**config.mk**
```make
export PLATFORM = sky130hd
export DESIGN_NAME = gradient_frame_sequencer_flat
export DESIGN_NICKNAME = d
export VERILOG_FILES = /design/src/rtl/gradient_pkg.sv /design/src/rtl/gradient_frame_sequencer_if.sv /design/src/rtl/gradient_geom_checker.sv /design/src/rtl/gradient_frame_sequencer.sv /design/src/flat_wrapper.sv
export SDC_FILE = /design/constraint.sdc
export NUM_CORES = 1
export LEC_CHECK = 0
export ABC_AREA = 1
export BUFFER_PORTS_ARGS = -buffer_cell sky130_fd_sc_hd__buf_2
export CORE_MARGIN = 3
export CORE_UTILIZATION = 40
export DETAILED_ROUTE_END_ITERATION = 6
export GPL_TIMING_DRIVEN = 0
export PLACE_DENSITY = 0.64
export SLEW_MARGIN = 20
export SYNTH_ARGS = -nofsm -noshare
export SYNTH_HDL_FRONTEND = slang
export SYNTH_SLANG_ARGS = --single-unit
```
**constraint.sdc**
```tcl
create_clock -name i_clk -period 2.1 [get_ports i_clk]
set_input_delay 0.21 -clock i_clk [delete_from_list [all_inputs] [get_ports i_clk]]
set_output_delay 0.21 -clock i_clk [all_outputs]
set_load 0.03 [all_outputs]
```
**src/rtl/gradient_pkg.sv**
```systemverilog
// Shared types and default geometry for the gradient pipeline blocks
// (receiver, sequencer, transmitter).
package gradient_pkg;

  localparam int DEF_IMG_WIDTH  = 4096;
  localparam int DEF_IMG_HEIGHT = 3072;

  typedef enum logic [2:0] {
    S_IDLE     = 3'd0,
    S_WAIT_SOF = 3'd1,
    S_RECEIVE  = 3'd2,
    S_DRAIN    = 3'd3,
    S_DONE     = 3'd4,
    S_ERROR    = 3'd5
  } state_t;

endpackage

```
**src/rtl/gradient_frame_sequencer_if.sv**
```systemverilog
// Stream handshake seen by the frame sequencer: input stream (gated by tready)
// and the transmitter's output stream (monitored only).
interface gradient_frame_sequencer_if;

  logic s_axis_tvalid;
  logic s_axis_tuser;
  logic s_axis_tlast;
  logic o_s_axis_tready;
  logic m_axis_tvalid;
  logic m_axis_tlast;

  modport master (
    output s_axis_tvalid, s_axis_tuser, s_axis_tlast,
    output m_axis_tvalid, m_axis_tlast,
    input  o_s_axis_tready
  );

  modport slave (
    input  s_axis_tvalid, s_axis_tuser, s_axis_tlast,
    input  m_axis_tvalid, m_axis_tlast,
    output o_s_axis_tready
  );

endinterface

```
**src/rtl/gradient_geom_checker.sv**
```systemverilog
// Pixel/line position tracking for the input stream; flags misplaced tlast
// or a mid-frame tuser and reports the last pixel of the frame.
module gradient_geom_checker
  import gradient_pkg::*;
#(
  parameter int IMG_WIDTH  = DEF_IMG_WIDTH,
  parameter int IMG_HEIGHT = DEF_IMG_HEIGHT,
  parameter int CNT_W      = 16
) (
  input  logic i_clk,
  input  logic i_reset,
  input  logic i_clear,
  input  logic i_beat,
  input  logic i_in_wait_sof,
  input  logic i_in_receive,
  input  logic i_tuser,
  input  logic i_tlast,
  output logic o_frame_end,
  output logic o_geom_err
);

  logic [CNT_W-1:0] r_pix_cnt;
  logic [CNT_W-1:0] r_line_cnt;
  logic             w_active;
  logic             w_last_pix;
  logic             w_last_line;
  logic             w_bad;

  // In WAIT_SOF only the SOF beat is counted (as pixel 0); junk is ignored.
  always_comb begin
    w_active    = i_beat & (i_in_receive | (i_in_wait_sof & i_tuser));
    w_last_pix  = (r_pix_cnt == CNT_W'(IMG_WIDTH - 1));
    w_last_line = (r_line_cnt == CNT_W'(IMG_HEIGHT - 1));
    w_bad       = (i_tlast != w_last_pix) | (i_in_receive & i_tuser);
  end

  assign o_geom_err  = w_active & w_bad;
  assign o_frame_end = w_active & ~w_bad & w_last_pix & w_last_line;

  always_ff @(posedge i_clk) begin
    if (i_reset || i_clear) begin
      r_pix_cnt  <= '0;
      r_line_cnt <= '0;
    end else if (w_active && !w_bad) begin
      if (w_last_pix) begin
        r_pix_cnt  <= '0;
        r_line_cnt <= w_last_line ? '0 : r_line_cnt + 1'b1;
      end else begin
        r_pix_cnt <= r_pix_cnt + 1'b1;
      end
    end
  end

endmodule

```
**src/rtl/gradient_frame_sequencer.sv**
```systemverilog
// Frame-level admission controller in front of the Gx/Gy pipeline: admits one
// frame per start, checks geometry, waits for the output frame to drain.
//
//   state    | meaning
//   IDLE     | stream gated, waiting for i_start
//   WAIT_SOF | tready high, dropping beats until tuser
//   RECEIVE  | counting pixels/lines, checking tlast/tuser placement
//   DRAIN    | input gated, waiting for OUT_LINES output lines or timeout
//   DONE     | one-cycle completion pulse, frame counter bump
//   ERROR    | parked until i_abort or reset
module gradient_frame_sequencer
  import gradient_pkg::*;
#(
  parameter int IMG_WIDTH     = DEF_IMG_WIDTH,
  parameter int IMG_HEIGHT    = DEF_IMG_HEIGHT,
  parameter int OUT_LINES     = 3072,
  parameter int DRAIN_TIMEOUT = 65535,
  parameter int CNT_W         = 16
) (
  input  logic                 i_clk,
  input  logic                 i_reset,
  input  logic                 i_start,
  input  logic                 i_continuous,
  input  logic                 i_abort,
  gradient_frame_sequencer_if.slave axis,
  output logic                 o_busy,
  output logic                 o_done,
  output logic                 o_err_geom,
  output logic                 o_err_timeout,
  output logic [CNT_W-1:0]     o_frame_count,
  output logic [2:0]           o_state
);

  localparam int TMR_W = $clog2(DRAIN_TIMEOUT + 1);

  state_t           r_state;
  state_t           w_next;
  logic             r_tready;
  logic             r_busy;
  logic             r_done;
  logic             r_err_geom;
  logic             r_err_timeout;
  logic [CNT_W-1:0] r_frame_cnt;
  logic [CNT_W-1:0] r_out_line_cnt;
  logic [TMR_W-1:0] r_drain_tmr;

  logic w_in_beat;
  logic w_out_beat;
  logic w_out_line;
  logic w_timeout;
  logic w_clear;
  logic w_frame_end;
  logic w_geom_err;

  assign w_in_beat  = axis.s_axis_tvalid & r_tready;
  assign w_out_beat = axis.m_axis_tvalid;
  assign w_out_line = axis.m_axis_tvalid & axis.m_axis_tlast;
  assign w_timeout  = (r_state == S_DRAIN) & ~w_out_beat & (r_drain_tmr <= TMR_W'(1));

  gradient_geom_checker #(
    .IMG_WIDTH  (IMG_WIDTH),
    .IMG_HEIGHT (IMG_HEIGHT),
    .CNT_W      (CNT_W)
  ) u_geom (
    .i_clk         (i_clk),
    .i_reset       (i_reset),
    .i_clear       (w_clear),
    .i_beat        (w_in_beat),
    .i_in_wait_sof (r_state == S_WAIT_SOF),
    .i_in_receive  (r_state == S_RECEIVE),
    .i_tuser       (axis.s_axis_tuser),
    .i_tlast       (axis.s_axis_tlast),
    .o_frame_end   (w_frame_end),
    .o_geom_err    (w_geom_err)
  );

  always_comb begin
    w_next = r_state;
    case (r_state)
      S_IDLE:     if (i_start) w_next = S_WAIT_SOF;
      S_WAIT_SOF: begin
        if (w_geom_err)                          w_next = S_ERROR;
        else if (w_frame_end)                    w_next = S_DRAIN;
        else if (w_in_beat && axis.s_axis_tuser) w_next = S_RECEIVE;
      end
      S_RECEIVE: begin
        if (w_geom_err)       w_next = S_ERROR;
        else if (w_frame_end) w_next = S_DRAIN;
      end
      S_DRAIN: begin
        if (r_out_line_cnt >= CNT_W'(OUT_LINES)) w_next = S_DONE;
        else if (w_timeout)                      w_next = S_ERROR;
      end
      S_DONE:  w_next = i_continuous ? S_WAIT_SOF : S_IDLE;
      S_ERROR: w_next = S_ERROR;
      default: w_next = S_IDLE;
    endcase
    if (i_abort) w_next = S_IDLE;
  end

  // Per-frame counters restart whenever a new frame is armed or on abort.
  assign w_clear = i_abort | ((w_next == S_WAIT_SOF) & (r_state != S_WAIT_SOF));

  always_ff @(posedge i_clk) begin
    if (i_reset) begin
      r_state        <= S_IDLE;
      r_tready       <= 1'b0;
      r_busy         <= 1'b0;
      r_done         <= 1'b0;
      r_err_geom     <= 1'b0;
      r_err_timeout  <= 1'b0;
      r_frame_cnt    <= '0;
      r_out_line_cnt <= '0;
      r_drain_tmr    <= '0;
    end else begin
      r_state  <= w_next;
      r_tready <= (w_next == S_WAIT_SOF) || (w_next == S_RECEIVE);
      r_busy   <= (w_next != S_IDLE);
      r_done   <= (w_next == S_DONE);
      if (w_next == S_DONE) r_frame_cnt <= r_frame_cnt + 1'b1;

      if (r_state == S_IDLE && i_start && !i_abort) begin
        r_err_geom    <= 1'b0;
        r_err_timeout <= 1'b0;
      end else if (w_next == S_ERROR) begin
        if (w_geom_err) r_err_geom    <= 1'b1;
        if (w_timeout)  r_err_timeout <= 1'b1;
      end

      if (w_clear)                              r_out_line_cnt <= '0;
      else if (r_state != S_IDLE && w_out_line) r_out_line_cnt <= r_out_line_cnt + 1'b1;

      // Down-counter of beat-free DRAIN cycles; any output beat reloads it.
      if (w_next == S_DRAIN) begin
        if (r_state != S_DRAIN || w_out_beat) r_drain_tmr <= TMR_W'(DRAIN_TIMEOUT);
        else if (r_drain_tmr != '0)           r_drain_tmr <= r_drain_tmr - 1'b1;
      end else begin
        r_drain_tmr <= '0;
      end
    end
  end

  assign axis.o_s_axis_tready = r_tready;
  assign o_busy        = r_busy;
  assign o_done        = r_done;
  assign o_err_geom    = r_err_geom;
  assign o_err_timeout = r_err_timeout;
  assign o_frame_count = r_frame_cnt;
  assign o_state       = r_state;

endmodule
```
**src/flat_wrapper.sv**
```systemverilog
// flat-port wrapper written by rule: the top's interface ports become plain ports
module gradient_frame_sequencer_flat import gradient_pkg::*;
#(
  parameter int IMG_WIDTH     = DEF_IMG_WIDTH,
  parameter int IMG_HEIGHT    = DEF_IMG_HEIGHT,
  parameter int OUT_LINES     = 3072,
  parameter int DRAIN_TIMEOUT = 65535,
  parameter int CNT_W         = 16
)
  (i_clk, i_reset, i_start, i_continuous, i_abort, o_busy, o_done, o_err_geom, o_err_timeout, o_frame_count, o_state, axis_s_axis_tvalid, axis_s_axis_tuser, axis_s_axis_tlast, axis_m_axis_tvalid, axis_m_axis_tlast, axis_o_s_axis_tready);
  gradient_frame_sequencer_if axis_i ();
  input  logic i_clk;
  input  logic i_reset;
  input  logic i_start;
  input  logic i_continuous;
  input  logic i_abort;
  output logic o_busy;
  output logic o_done;
  output logic o_err_geom;
  output logic o_err_timeout;
  output logic [CNT_W-1:0] o_frame_count;
  output logic [2:0] o_state;
  input wire logic [$bits(axis_i.s_axis_tvalid)-1:0] axis_s_axis_tvalid;
  input wire logic [$bits(axis_i.s_axis_tuser)-1:0] axis_s_axis_tuser;
  input wire logic [$bits(axis_i.s_axis_tlast)-1:0] axis_s_axis_tlast;
  input wire logic [$bits(axis_i.m_axis_tvalid)-1:0] axis_m_axis_tvalid;
  input wire logic [$bits(axis_i.m_axis_tlast)-1:0] axis_m_axis_tlast;
  output wire logic [$bits(axis_i.o_s_axis_tready)-1:0] axis_o_s_axis_tready;
  assign axis_i.s_axis_tvalid = axis_s_axis_tvalid;
  assign axis_i.s_axis_tuser = axis_s_axis_tuser;
  assign axis_i.s_axis_tlast = axis_s_axis_tlast;
  assign axis_i.m_axis_tvalid = axis_m_axis_tvalid;
  assign axis_i.m_axis_tlast = axis_m_axis_tlast;
  assign axis_o_s_axis_tready = axis_i.o_s_axis_tready;
  gradient_frame_sequencer #(.IMG_WIDTH(IMG_WIDTH), .IMG_HEIGHT(IMG_HEIGHT), .OUT_LINES(OUT_LINES), .DRAIN_TIMEOUT(DRAIN_TIMEOUT), .CNT_W(CNT_W)) u_core (.i_clk(i_clk), .i_reset(i_reset), .i_start(i_start), .i_continuous(i_continuous), .i_abort(i_abort), .axis(axis_i), .o_busy(o_busy), .o_done(o_done), .o_err_geom(o_err_geom), .o_err_timeout(o_err_timeout), .o_frame_count(o_frame_count), .o_state(o_state));
endmodule
```
* After elaboration in Yosys (flattened, before gate mapping)
Index checks and enable logic that the tools add are counted.
** Word-level totals
- Logic and storage cells :: 87
- Output and inout port bits :: 24
- Register bits :: 88
- Input port bits :: 10
** Operators by class
- Bitwise gates (word level) :: 18
- $lt $le $gt $ge :: 2
- Eq/ne operators :: 15
- Reduce and logical (&&, ||, !) cells :: 21
- Muxes and demuxes :: 15
- $add $sub $neg :: 5
** Operators by type and width (count)
- adder 16 x 1 -> 16 bit (second input constant) :: 4
- 2-to-1 mux 16 bit :: 4
- == test 16 x 12 -> 1 bit (second input constant) :: 2
- 2-to-1 mux 3 bit :: 9
- one-hot mux 3 bit (6 select lines) :: 1
- >= comparator 16 x 12 -> 1 bit (second input constant) :: 1
- less-or-equal comparator 16 x 1 -> 1 bit (second input constant) :: 1
- nonzero test 16 bit :: 1
- subtractor 16 x 1 -> 16 bit (second input constant) :: 1
- AND 1 bit :: 12
- == test 3 x 2 -> 1 bit (second input constant) :: 4
- == test 3 bit (second input constant) :: 4
- == test 3 x 1 -> 1 bit (second input constant) :: 2
- AND reduction 2 bit :: 3
- nonzero test 3 bit :: 2
- OR reduction 2 bit :: 3
- logical AND 1 bit :: 5
- zero test 3 bit :: 1
- logical OR 1 bit :: 3
- != test 3 x 1 -> 1 bit (second input constant) :: 1
- != test 3 x 2 -> 1 bit (second input constant) :: 1
- inverter 1 bit :: 3
- OR 1 bit :: 3
- zero test 1 bit :: 2
- other kinds (3) :: 3

* Depth between registers and ports, before layout
Gate-level depths: netlist of run 1.
- Depth after elaboration :: 15
- Depth in mapped cells :: 16
- Depth with buffers taken out :: 15

* Cells and area by module
From an unflattened synthesis of run 1, not the netlist that was laid out.
** Second synthesis, totals
- Cell total of the unflattened synthesis :: 772
- Area, all modules :: 5211.2 um^2
** By module, submodules not included
- gradient_frame_sequencer :: cells an instance 443, sequential area each 1121.1 um^2, times used 1, area an instance 3108.0 um^2
- gradient_geom_checker :: cells an instance 329, sequential area each 640.6 um^2, times used 1, area an instance 2103.3 um^2

* Worst setup path after synthesis of run 1
OpenSTA, ideal clock, no wires.
- Path kind :: flip-flop to flip-flop
- Start :: reg u_core.u_geom.r_pix_cnt[0]
- End :: reg u_core.u_geom.r_pix_cnt[0]
- Arrival time :: 1.995 ns
- Setup time :: 0.119 ns
- Path slack :: -0.013 ns
- Stages on the path, launching flop included :: 17
- Clock period less this slack :: 2.113 ns
- Path buffers :: 2
- Data required time :: 1.981 ns
- Cells stage by stage :: dfxtp_1 > ha_1 > inv_2 > nor2_1 > nand2_1 > nor2_4 > nand4_4 > clkinv_4 > nand2_4 > nand3_2 > nand2_2 > clkinv_2 > nand4_2 > nand2_2 > buf_6 > buf_8 > nor2_2
** Between the ends
- Longest elaborated chain between the ends :: 15
- Elaborated cells between the ends (all ways) :: 22
- Classes of those cells :: add/sub: 1; eq/ne: 3; mux: 7; bitwise: 8; reduce/logical: 3
** RTL lines
- from (decl) :: line gradient_geom_checker.sv:22 : logic [CNT_W-1:0] r_pix_cnt;
- from (signal assigned) :: line gradient_geom_checker.sv:49 : r_pix_cnt <= r_pix_cnt + 1'b1;
- == test 16 x 12 -> 1 bit :: line gradient_geom_checker.sv:32 : w_last_pix = (r_pix_cnt == CNT_W'(IMG_WIDTH - 1));
- != test 1 bit :: line gradient_geom_checker.sv:34 : w_bad = (i_tlast != w_last_pix) | (i_in_receive & i_tuser);
- OR 1 bit :: line gradient_geom_checker.sv:34
- inverter 1 bit :: line gradient_geom_checker.sv:38 : assign o_frame_end = w_active & ~w_bad & w_last_pix & w_last_line;
- AND 1 bit (3 in a row) :: line gradient_geom_checker.sv:38
- 2-to-1 mux 3 bit, on equally long branches :: line gradient_frame_sequencer.sv:88, gradient_frame_sequencer.sv:83
- 2-to-1 mux 3 bit, on equally long branches :: line gradient_frame_sequencer.sv:87, gradient_frame_sequencer.sv:82
- one-hot mux 3 bit (6 select lines) :: line gradient_frame_sequencer.sv:79 : case (r_state)
- 2-to-1 mux 3 bit :: line gradient_frame_sequencer.sv:98 : if (i_abort) w_next = S_IDLE;
- == test 3 x 1 -> 1 bit :: line gradient_frame_sequencer.sv:102 : assign w_clear = i_abort | ((w_next == S_WAIT_SOF) & (r_state != S_WAIT_SOF));
- AND 1 bit :: line gradient_frame_sequencer.sv:102
- OR 1 bit :: line gradient_frame_sequencer.sv:102
- logical OR 1 bit :: line gradient_geom_checker.sv:41 : if (i_reset || i_clear) begin
Parallel ways exist; a longest one is shown, timed or not.
A chain may end at the register's enable or synchronous reset.

* Worst setup path after layout of run 1
- Start :: reg u_core.u_geom.r_pix_cnt[1]
- End :: reg u_core.u_geom.r_line_cnt[15]
** Between the ends
- Longest elaborated chain between the ends :: 15
- Elaborated cells between the ends (all ways) :: 21
- Classes of those cells :: eq/ne: 3; mux: 6; bitwise: 8; reduce/logical: 4
** RTL lines
- == test 16 x 12 -> 1 bit (*) :: line gradient_geom_checker.sv:32
- != test 1 bit :: line gradient_geom_checker.sv:34
- OR 1 bit :: line gradient_geom_checker.sv:34
- inverter 1 bit :: line gradient_geom_checker.sv:38
- AND 1 bit (3 in a row) :: line gradient_geom_checker.sv:38
- 2-to-1 mux 3 bit, on equally long branches :: line gradient_frame_sequencer.sv:88, gradient_frame_sequencer.sv:83
- 2-to-1 mux 3 bit, on equally long branches :: line gradient_frame_sequencer.sv:87, gradient_frame_sequencer.sv:82
- one-hot mux 3 bit (6 select lines) :: line gradient_frame_sequencer.sv:79
- 2-to-1 mux 3 bit :: line gradient_frame_sequencer.sv:98
- == test 3 x 1 -> 1 bit :: line gradient_frame_sequencer.sv:102
- AND 1 bit :: line gradient_frame_sequencer.sv:102
- OR 1 bit :: line gradient_frame_sequencer.sv:102
- logical OR 1 bit :: line gradient_geom_checker.sv:41
- to (signal assigned) :: line gradient_geom_checker.sv:47 : r_line_cnt <= w_last_line ? '0 : r_line_cnt + 1'b1;
- to (decl) :: line gradient_geom_checker.sv:23 : logic [CNT_W-1:0] r_line_cnt;
Mark *: on every way between the ends. The rest lies on a longest branch, timed or not.

==> results of run 1 <==
-- worst min-delay path, stage by stage --
cell	delay, ns
buf_2	0.11
inv_1	0.08
nand2_1	0.07
nor2_1	0.03
-- area by class of cell --
cell class / count / area share
clock inverters: 4 / 0.00520
flip-flops and latches: 88 / 0.297
inverters: 101 / 0.0655
multi-input cells: 497 / 0.474
repair buffers: 52 / 0.0590
plain buffers: 15 / 0.0241
well taps: 168 / 0.0349
clock buffers: 11 / 0.0403
-- state kept, by name, indices dropped and copies added, names as in the netlist --
register / flops
u_core.r_out_line_cnt: 16
u_core.u_geom.r_pix_cnt: 16
u_core.o_err_timeout: 1
u_core.o_frame_count: 16
u_core.o_err_geom: 1
u_core.u_geom.r_line_cnt: 16
u_core.o_done: 1
u_core.axis.o_s_axis_tready: 1
u_core.o_busy: 1
u_core.r_drain_tmr: 16
u_core.o_state: 3
-- cells by family after synthesis --
kind of cell    share of synthesized area
compound gates                     0.0902
xor+xnor                           0.0864
fa+ha+maj                          0.0201
buf+inv                             0.102
flops                               0.355
simple gates                        0.347
-- stage by stage --
stage | util | TNS, ns | power (uW) | hold slack, ns | instances
global placement | 0.443 | -20.21 | 1820 | 0.475 | 902
CTS | 0.474 | -0.0132 | 3340 | 0.168 | 922
detailed placement | 0.443 | -24.81 | 1820 | 0.481 | 902
global route | 0.499 | -0.963 | 3450 | 0.193 | 936
floorplan | - | 0 | 1790 | 0.374 | 701
finish | 0.499 | 0 | 3310 | 0.203 | 936
-- layout by cell type, fill, tap and decap left out, types with 2 or more instances in the layout --
| master | count |
|---|---|
| nor2_1 | 98 |
| nand2_1 | 89 |
| inv_1 | 87 |
| dfxtp_1 | 73 |
| nand3_1 | 59 |
| xor2_1 | 37 |
| buf_2 | 35 |
| nor2_2 | 34 |
| a21oi_1 | 33 |
| o21ai_0 | 26 |
| nor3_1 | 17 |
| buf_4 | 17 |
| nand2_2 | 16 |
| nand4_1 | 15 |
| xnor2_1 | 12 |
| clkbuf_16 | 11 |
| dfxtp_2 | 11 |
| inv_2 | 10 |
| nor4_1 | 8 |
| a21oi_2 | 8 |
| nand2_4 | 6 |
| o31ai_1 | 5 |
| buf_6 | 5 |
| ha_1 | 5 |
| nor2_4 | 4 |
| clkinv_4 | 4 |
| clkbuf_1 | 4 |
| dfxtp_4 | 4 |
| nand3_4 | 3 |
| nand3_2 | 3 |
| buf_12 | 3 |
| nor3_2 | 2 |
| inv_4 | 2 |
| nand4_4 | 2 |
| nand2_8 | 2 |
| o211ai_1 | 2 |
| or2_2 | 2 |
| o21ai_1 | 2 |
| ha_2 | 2 |
-- metal layers --
metal	track usage	up-vias	share of wire
li1	-	2371	-
met1	0.206	2031	0.48
met2	0.259	71	0.46
met3	0.0514	16	0.046
met4	0.0520	0	0.016
met5	0	-	0
-- final timing paths --
check                                                    end  cells after the start
worst max-delay path            u_core.u_geom.r_line_cnt[15]                     16
worst min-delay path                 u_core.o_frame_count[2]                      4
worst max register to register  u_core.u_geom.r_line_cnt[15]                     16
worst min register to register          u_core.o_err_timeout                      2
-- timing repair --
action	4_1_cts	5_1_grt
pin swaps	2	12
hold buffers	0	0
gates resized for setup	16	54
setup buffers	5	12
cloned	0	2
setup endpoints to repair	85	85
-- power by group --
part | switching, uW | total (uW) | internal [uW]
Combinational | 90.1 | 152 | 62.0
Clock | 654 | 1480 | 831
Sequential | 3.23 | 1670 | 1670
Total | 747 | 3310 | 2560
==> results.cfg, run 1 <==
[sta]
layout_setup_ws_ns = 0.0606
setup_viol = 0
min_period_over_period = 0.971
skew_ns = 0.00805
max_freq_mhz = 490
slew_violations = 0
worst_slew_pin_slew_ns = 0.643
slew_headroom = 0.572
hold_viol_final = 0
finalCriticalPeriod_ns = 2.04
rsz0062_at_grt = yes

[worst_setup_path]
path_cells = ha_4 -> inv_4 -> nor2_4 -> nand2_2 -> nor2_4 -> nand4_4 -> clkinv_4 -> nand2_8 -> nand3_4 -> nand2_4 -> inv_4 -> nand4_4 -> nand2_4 -> buf_8 -> clkbuf_16 -> nor2_2
critical_path.startpoint = u_core.u_geom.r_pix_cnt[1]
rrSetupSlack_ns = 0.06
crit_buf_inv = 5
crit_path_end_kind = register
r2r_start = u_core.u_geom.r_pix_cnt[1]
critPathSlowestCell = dfxtp_4
cpLargestDelayFamily = simple AND/OR/NAND/NOR gates
start_kind = register
crit_type = register to register
critPathArrivalTime_ns = 2.28
critical-path-max-stage-delay_ns = 0.37
crit_fanout = 5
required_ns = 2.34

[layout]
drive_gt1_frac = 0.250
antennaDiodeCount = 0
layout.nets = 782
multiInputGateArea_um2 = 2850
fill_cells = 1182
stdcell_area_um2 = 6020
regArea_um2 = 1790
syn_to_final_growth_pct = 21.2

[cts]
cts_tree = built
clock-sinks = 88
htreeDepth = 3
cts_buffer_depth = 2
cts_root_buf = clkbuf_16
clock_latency_ns = 0.35
clk_pin_slew_ns = 0.07
cts_buffers = 9

[drt]
routedWlPerCell_um = 11.8
ant_nets = 0
first_pass_iters = 6
via_count = 4489
drt-vias-per-instance = 4.80
drc = 0
wl_um = 11100
drt_iter0_drc = 239

[logic_synthesis]
synth_ff_type = dfxtp_1
syn_inst = 701
yosysWarnings = 0
avgSynthCellArea_um2 = 7.09
synthesis.area_um2 = 4970
yosysMostFrequentCell = nor2_1
async_reset_ff_frac = 0
ys_seq_area_frac = 0.355
yosysTopAreaCell = dfxtp_1
synth_top_cell_area_share = 0.355
ys_types = 39
synth-seq-cells = 88
synthTopCellsByArea = dfxtp_1 (35%), nor2_1 (8.2%), nand2_1 (7.2%), inv_1 (6.9%), xor2_1 (6.5%)
yosys-top-cells-count = nor2_1 (109), nand2_1 (95), inv_1 (91)
syn_nets = 719
synth_edf_count = 0

[floorplan]
fp.dieH_um = 117
dieArea_um2 = 13800
initial_utilization = 0.412
core-area_um2 = 12100
die_x_um = 117
ios = 34
rows = 40

[global_route]
grt_usage = 0.161
antenna_found_initial = 0
grt_max_degree = 15
gr-total-overflow = 0
grt_pass1_wl_um = 18800
grt_pass1_vias = 4255

[power]
power_density_nw_per_um2 = 549
worst_ir_drop_vdd_v = 0.000466
leakage_uw = 0.00236

[job]
cap_violations = 0

[worst_hold_path]
min_from = i_reset
hold_class = primary input to register

[status]
status = finished, final reports clean

[placed_design]
gp_congestion = 0.889
postPlaceCellArea_um2 = 5350
io_buffers = 33
dp_hpwl_um = 7990
dpl_worst_slack_ns = -0.401
(Power assumes the default switching activity.)
==> run 2: changes to the inputs <==
Settings changed: CELL_PAD_IN_SITES_DETAIL_PLACEMENT set to 1, CELL_PAD_IN_SITES_GLOBAL_PLACEMENT set to 1, PLACE_DENSITY 0.64 to 0.78.
Clock period 2.1 ns to 2.5 ns, I/O delays scaled along.
==> results.cfg, run 2 (synthesis results as in run 1) <==
[status]
status = finished, final reports clean

[placed_design]
io_buffers = 33
gp_congestion = 0.895
dp_hpwl_um = 9750

[sta]
setup_viol = 0
hold_viol_final = 0
max_freq_mhz = 437
skew_ns = 0.00940
worst_slew_pin_slew_ns = 0.649
slew_headroom = 0.563
fin_hold_ws_ns = 0.273
finalCriticalPeriod_ns = 2.29
slew_violations = 0
min_period_over_period = 0.916

[floorplan]
dieArea_um2 = 13800
die_x_um = 117
ios = 34
fp.dieH_um = 117
initial_utilization = 0.412
rows = 40
core-area_um2 = 12100

[layout]
drive_gt1_frac = 0.186
antennaDiodeCount = 0
final_common_cell = nor2_1
layout.nets = 767
regArea_um2 = 1770
syn_to_final_growth_pct = 15.0
fill_cells = 1540
utilization = 0.474
multiInputGateArea_um2 = 2720
mostFrequentLayoutCells = nor2_1 (108), nand2_1 (95), inv_1 (91), dfxtp_1 (85), nand3_1 (61)

[drt]
drc = 0
first_pass_iters = 4
routedWlPerCell_um = 14.2
drt_iter0_drc = 175
ant_nets = 0
drt-vias-per-instance = 4.97
wl_um = 13100
via_count = 4585

[global_route]
antenna_found_initial = 0
grt_pass1_wl_um = 22800
grt_pass1_vias = 4918
gr-total-overflow = 0
grt_max_degree = 16
grt_usage = 0.198

[worst_setup_path]
critPathArrivalTime_ns = 2.53
r2r_cells = 16
start_kind = register
crit_fanout = 10
r2r-end = u_core.u_geom.r_pix_cnt[6]
crit_path_end_kind = register
crit_type = register to register
required_ns = 2.74
r2r_start = u_core.u_geom.r_pix_cnt[1]
rrSetupSlack_ns = 0.21

[cts]
cts_tree = built
clock_latency_ns = 0.35
cts_buffer_depth = 2
cts_hold_buf = 0
clk_pin_slew_ns = 0.07
htreeDepth = 3
cts_buffers = 9
cts_root_buf = clkbuf_16
clock-sinks = 88

[worst_hold_path]
hold_class = primary input to register
worstHoldEndpoint = u_core.o_frame_count[2]
min_from = i_reset
min_path_cells = 4

[job]
cap_violations = 0

[power]
leakage_uw = 0.00223
worst_ir_drop_vdd_v = 0.000516
power_density_nw_per_um2 = 523
## run 2: layer usage
layer / share of wire / wire (um) / global-route usage / vias to the layer above
li1: - / - / - / 2339
met1: 0.46 / 6070 / 0.237 / 2166
met2: 0.50 / 6510 / 0.352 / 65
met3: 0.027 / 354 / 0.0471 / 15
met4: 0.014 / 180 / 0.0593 / 0
met5: 0 / 0 / 0 / -
## run 2: layout make-up
cell class,count,share of cell area
Timing Repair Buffer,37,0.0342
Inverter,101,0.0675
Clock inverter,6,0.0158
Tap cell,168,0.0368
Multi-Input combinational cell,497,0.476
Sequential cell,88,0.309
Buffer,15,0.0210
Clock buffer,10,0.0401
## run 2: worst max-delay path by stage
stage / startpoint / to / slack, ns
global placement: u_core.u_geom.r_pix_cnt[0] / u_core.u_geom.r_line_cnt[15] / -0.05
detailed placement: u_core.u_geom.r_pix_cnt[0] / u_core.u_geom.r_line_cnt[15] / -0.08
finish: u_core.u_geom.r_pix_cnt[1] / u_core.u_geom.r_pix_cnt[6] / 0.21
CTS: u_core.u_geom.r_pix_cnt[0] / u_core.u_geom.r_pix_cnt[0] / 0.02
global route: u_core.u_geom.r_pix_cnt[0] / u_core.u_geom.r_pix_cnt[1] / -0.00007
floorplan: u_core.u_geom.r_pix_cnt[0] / u_core.u_geom.r_pix_cnt[0] / 0.39
## run 2: where the power goes
part,switching (uW),total [uW],internal (uW)
combinational,68.4,98.0,29.7
sequential,2.98,1410,1400
clock,599,1480,882
## run 2: what timing repair did
item	4_1_cts	5_1_grt
buffers inserted	0	4
cloned	0	0
setup endpoints to repair	60	62
gates resized for setup	2	4
pin swaps	0	2
## run 2: through the flow
step	cell area, um2	cells	TNS [ns]	total power [uW]	worst slack, ns
after global routing	5710	922	-0.0000695	3110	-0.0000695
after global placement	5340	902	-0.881	1540	-0.0510
final	5710	922	0	2990	0.211
after CTS	5670	918	0	3030	0.0202
after floorplan	4970	701	0	1500	0.387
after detailed placement	5340	902	-1.74	1540	-0.0800
## run 2: worst max-delay path, cell delays in order, from the launching register on
cell and delay (ns):
dfxtp_1 0.43, ha_4 0.20, inv_2 0.04, nor2_1 0.12, nand2_1 0.10, nor2_4 0.17
nand4_4 0.13, clkinv_4 0.11, nand2_4 0.08, nand3_2 0.10, nand2_2 0.09, clkinv_2 0.07
nand4_2 0.07, nand2_2 0.09, buf_6 0.16, buf_8 0.17, nor2_2 0.04
